## config.mk

```make
export PLATFORM = sky130hd
export DESIGN_NAME = ens0_layer2_out_stage
export DESIGN_NICKNAME = d
export VERILOG_FILES = /design/src/rtl/ens0_layer2_out_stage.sv
export SDC_FILE = /design/constraint.sdc
export NUM_CORES = 1
export LEC_CHECK = 0
export ABC_AREA = 0
export CORE_UTILIZATION = 55
export DETAILED_ROUTE_END_ITERATION = 7
export DONT_BUFFER_PORTS = 1
export GPL_ROUTABILITY_DRIVEN = 0
export PLACE_DENSITY = 0.74
export SYNTH_ARGS = -nofsm -noshare
export SYNTH_HDL_FRONTEND = slang
export SYNTH_SLANG_ARGS = --single-unit
```

## constraint.sdc

```tcl
create_clock -name clk -period 1.6 [get_ports clk]
set_input_delay 0.08 -clock clk [delete_from_list [all_inputs] [get_ports clk]]
set_output_delay 0.08 -clock clk [all_outputs]
set_load 0.05 [all_outputs]
```

## src/rtl/ens0_layer2_out_stage.sv

```systemverilog
// Layer-2 output boundary stage: captures the neuron output vector and its tag behind a
// valid/ready handshake with a 2-entry skid buffer, plus an accept counter and tag-sequence check.
module ens0_layer2_out_stage #(
   parameter int unsigned OUT_WIDTH = 64,
   parameter int unsigned TAG_WIDTH = 16,
   parameter int unsigned CNT_WIDTH = 32
) (
   input  logic                 clk,
   input  logic                 rst,
   input  logic                 flush,
   input  logic                 s_valid,
   output logic                 s_ready,
   input  logic [OUT_WIDTH-1:0] s_data,
   input  logic [TAG_WIDTH-1:0] s_tag,
   output logic                 m_valid,
   input  logic                 m_ready,
   output logic [OUT_WIDTH-1:0] m_data,
   output logic [TAG_WIDTH-1:0] m_tag,
   output logic [1:0]           occupancy,
   output logic [CNT_WIDTH-1:0] sample_count,
   output logic                 seq_err
);

   // Encoding doubles as the occupancy value.
   typedef enum logic [1:0] {
      StEmpty = 2'd0,
      StOne   = 2'd1,
      StFull  = 2'd2
   } state_e;

   state_e               r_state;
   logic [OUT_WIDTH-1:0] r_main_data;
   logic [TAG_WIDTH-1:0] r_main_tag;
   logic [OUT_WIDTH-1:0] r_skid_data;
   logic [TAG_WIDTH-1:0] r_skid_tag;
   logic [CNT_WIDTH-1:0] r_count;
   logic [TAG_WIDTH-1:0] r_last_tag;
   logic                 r_have_tag;
   logic                 r_seq_err;

   logic                 w_push;
   logic                 w_pop;
   logic [TAG_WIDTH-1:0] w_tag_next;

   // s_ready depends only on registered state and flush, never on m_ready.
   assign s_ready      = (r_state != StFull) && !flush;
   assign m_valid      = (r_state != StEmpty);
   assign w_push       = s_valid && s_ready;
   assign w_pop        = m_valid && m_ready;
   assign w_tag_next   = r_last_tag + TAG_WIDTH'(1);

   assign m_data       = r_main_data;
   assign m_tag        = r_main_tag;
   assign occupancy    = r_state;
   assign sample_count = r_count;
   assign seq_err      = r_seq_err;

   always_ff @(posedge clk) begin
      if (rst) begin
         r_state     <= StEmpty;
         r_main_data <= '0;
         r_main_tag  <= '0;
         r_skid_data <= '0;
         r_skid_tag  <= '0;
         r_count     <= '0;
         r_last_tag  <= '0;
         r_have_tag  <= 1'b0;
         r_seq_err   <= 1'b0;
      end else begin
         if (w_push) begin
            r_count    <= r_count + CNT_WIDTH'(1);
            r_last_tag <= s_tag;
            r_have_tag <= 1'b1;
            if (r_have_tag && (s_tag != w_tag_next)) begin
               r_seq_err <= 1'b1;
            end
         end

         if (flush) begin
            r_state <= StEmpty;
         end else begin
            case (r_state)
               StEmpty: begin
                  if (w_push) begin
                     r_main_data <= s_data;
                     r_main_tag  <= s_tag;
                     r_state     <= StOne;
                  end
               end
               StOne: begin
                  if (w_push && w_pop) begin
                     r_main_data <= s_data;
                     r_main_tag  <= s_tag;
                  end else if (w_push) begin
                     r_skid_data <= s_data;
                     r_skid_tag  <= s_tag;
                     r_state     <= StFull;
                  end else if (w_pop) begin
                     r_state <= StEmpty;
                  end
               end
               StFull: begin
                  if (w_pop) begin
                     r_main_data <= r_skid_data;
                     r_main_tag  <= r_skid_tag;
                     r_state     <= StOne;
                  end
               end
               default: r_state <= StEmpty;
            endcase
         end
      end
   end

endmodule

```

==> summary.md <==
| Metric | Value |
|---|---|
| Initial antenna violation count | 0 |
| Pwr Density | 1080 nW/um^2 |
| Antenna Violating Nets Remaining | 0 |
| Netlist Area Pre-Place | a little under 9000 um^2 |
| Non-filler instance count after layout | ~1.5k |
| PortBufs | 0 |
| Clk_skew | between 0.015 and 0.02 ns |
| Crit-path max FO | 6 |
| CP required | 1.98 ns |
| Yosys warnings | 0 |
| Post-Route WL | 23,350 um |
| Setup repair after global routing missed its margin | true |
| HPWL after DPL | 14,680 um |
| DP Cell Count | approximately 1.4k |
| Largest net degree at the start of global routing | 213 |
| H-tree levels | 1 |
| Mapped Cells | roughly 1.1k |
| Fin util | 0.7339 |
| Root buf cell | clkbuf_16 |
| DR iter-0 viols | 584 |
| Via count | about 8.2k |
| TritonCTS Buffers | 22 |
| Crit. End Element | flop |
| Rel. slew slack | 0.7148 |
| Hold_ws | -0.3338 ns |
| Pleak | 4.333 nW |
| EDFF count, synth | 0 |
| Failing checks | hold timing, setup timing |
| Post-route setup slack | -0.03039 ns |
| Ys flop type | dfxtp_1 |
| TritonCTS clock tree | yes |
| Area growth syn-to-layout | 28.89% |
| Fill cell count | 1,193 |
| Antenna fix cells | 0 |
| Die Y | 128.1 um |
| DP Area | 10,270 um^2 |
| Total gr overflow | 0 |
| Largest cells by area after synthesis | dfxtp_1, nand2_1, a311oi_1 |
| Slowest library cell on the worst path | dfxtp_4 |
| HP Class | input pin to flop |
| Vias in the first global route | 7,301 |
| Sequential area share after synthesis | 0.4849 |
| Total power | 12.18 mW |
| Dpl ws | -0.07951 ns |
| WL per Instance | 15.87 um |
| Worst skew pair latency | 0.51 ns |
| Crit-path cells | and4_4, nand4_1, buf_4, nor3_4, nand4_1, xor2_1, nor2_1 |
| Critical Path Start Type | flop |
| Status | complete, but fails checks |
| Final setup vio count | 7 |
| Post-route cell area | around 11,000 um^2 |
| Fmax | 0.6133 GHz |
| Critical path's most frequent cell | nand4_1 |
| Maximum clock path buffer count | 3 |
| Clock sinks | 212 |
| Setup_tns | -0.09177 ns |
| Yosys reg bits | 212 |
| DR vias/cell | 5.603 |
| Die area | 16,420 um^2 |
| Fin. Hold Viols | 212 |
| Global-route wire length before repair | 36,830 um |
| Area leader, netlist | dfxtp_1 |
| Die W | 128.1 um |
| Post-route DRC | 0 |
| CP peak stage delay | 0.34 ns |
| Row count | 45 |
| Tmin final | 1.630 ns |
| Post-CTS Hold Buffers | 2 |
| All-Layer GR Usage | 0.2737 |
| NumNets Final | 1,332 |
| Fin crit share | 1.019 |
| Max-slew violation count | 0 |
| Critical path arrival | 2.01 ns |
| Worst-margin pin slew | about 0.43 ns |
| Max-Cap Viols | 0 |
| Peak supply drop | between 0.9 and 1 mV |
| Clk slew on worst S/H paths | ~0.06 ns |
| I/O pins | 202 |
| Critical path class | flop to flop |
| Post-synth net total | about 1.2k |
| Core area | around 15,000 um^2 |
| Synth cell count leaders | nand2_1, dfxtp_1, nor2_1, a21oi_1, a311oi_1 |
| Synth async-reset ratio | 0 |
| Cell with the most instances after synthesis | nand2_1 |
| Share of cells above drive strength 1 | 0.2197 |
| Mean Syn Cell Area | 7.835 um^2 |
| First-pass DRT Iterations | 5 |
| Initial Util | 0.5694 |
| Share of the synthesized area in the top cell type | 0.4849 |
| Synth cell types | 45 |
## final timing paths
| kind | startpoint | end | slack, ns | depth (start not counted) |
|---|---|---|---|---|
| min | rst | r_skid_data[16] | -0.33 | 1 |
| max reg2reg | sample_count[6] | sample_count[26] | -0.03 | 7 |
| min reg2reg | r_skid_data[17] | r_skid_data[17] | 0.45 | 2 |
| max | sample_count[6] | sample_count[26] | -0.03 | 7 |
## cell families (layout without fill, tap and decap cells)
group,Yosys count,in the layout,synth area share
adder cells (fa/ha/maj),3,3,0.004002
XOR/XNOR,52,52,0.05204
AND/OR/NAND/NOR,567,567,0.2701
AO/OA/AOI/OAI,197,197,0.1503
buffers and inverters,86,230,0.03874
flip-flops,212,212,0.4849
## state kept, by name, indices dropped and copies added, names as in the netlist
signal / cells
m_data: 64
occupancy: 2
seq_err: 1
sample_count: 32
m_tag: 16
r_have_tag: 1
r_last_tag: 16
r_skid_data: 64
r_skid_tag: 16
## placed cells by master (no fill, tap or decap), types with 3 or more instances in the layout
cell,n
a21oi_1,104
a311oi_1,76
a311oi_2,3
a31oi_1,4
and3_1,5
and4_1,5
buf_12,12
buf_4,160
buf_6,9
clkbuf_1,6
clkbuf_16,25
dfxtp_1,183
dfxtp_2,14
dfxtp_4,15
inv_1,3
nand2_1,367
nand3_1,21
nand4_1,9
nor2_1,123
nor2b_1,3
nor4_1,3
xnor2_1,23
xor2_1,27
## layout make-up
class | instances | area (um^2) | share of cell area
clock buffers | 31 | 625.6 | 0.05546
multi-input cells | 819 | 4299 | 0.3811
flip-flops and latches | 212 | 4318 | 0.3828
inverters | 3 | 11.26 | 0.0009982
repair buffers | 187 | 1655 | 0.1467
clock inverters | 9 | 107.6 | 0.009539
well taps | 211 | 264.0 | 0.02340
## power breakdown
group / total, mW / leakage (nW) / internal, mW / switching (mW)
logic: 1.43 / 2.23 / 0.511 / 0.921
registers: 5.57 / 1.74 / 5.44 / 0.121
clock network: 5.18 / 0.359 / 3.08 / 2.11
total: 12.2 / 4.33 / 9.03 / 3.15
## per-layer routing
metal	track usage	wire length (um)	vias to the layer above
li1	-	-	4025
met3	0.06177	2146	38
met1	0.3604	9625	3865
met2	0.4501	11080	320
met4	0.07751	505	0
met5	0	0	-
## what timing repair did
action                                  4_1_cts  5_1_grt
pin swaps                                     6       14
resized for setup                            11       19
buffers inserted                              3        2
endpoints found under the hold margin       212      212
gates cloned                                  1        2
endpoints found under the setup margin       11      104
## worst max-delay path, delay by kind of cell, from the launching register on
kind	cells	cell delay (ns)
AND/OR/NAND/NOR	5	0.80
flip-flops	1	0.34
buffers and inverters	1	0.20
XOR/XNOR	1	0.15
No activity file was read; power rests on OpenSTA's default activity.
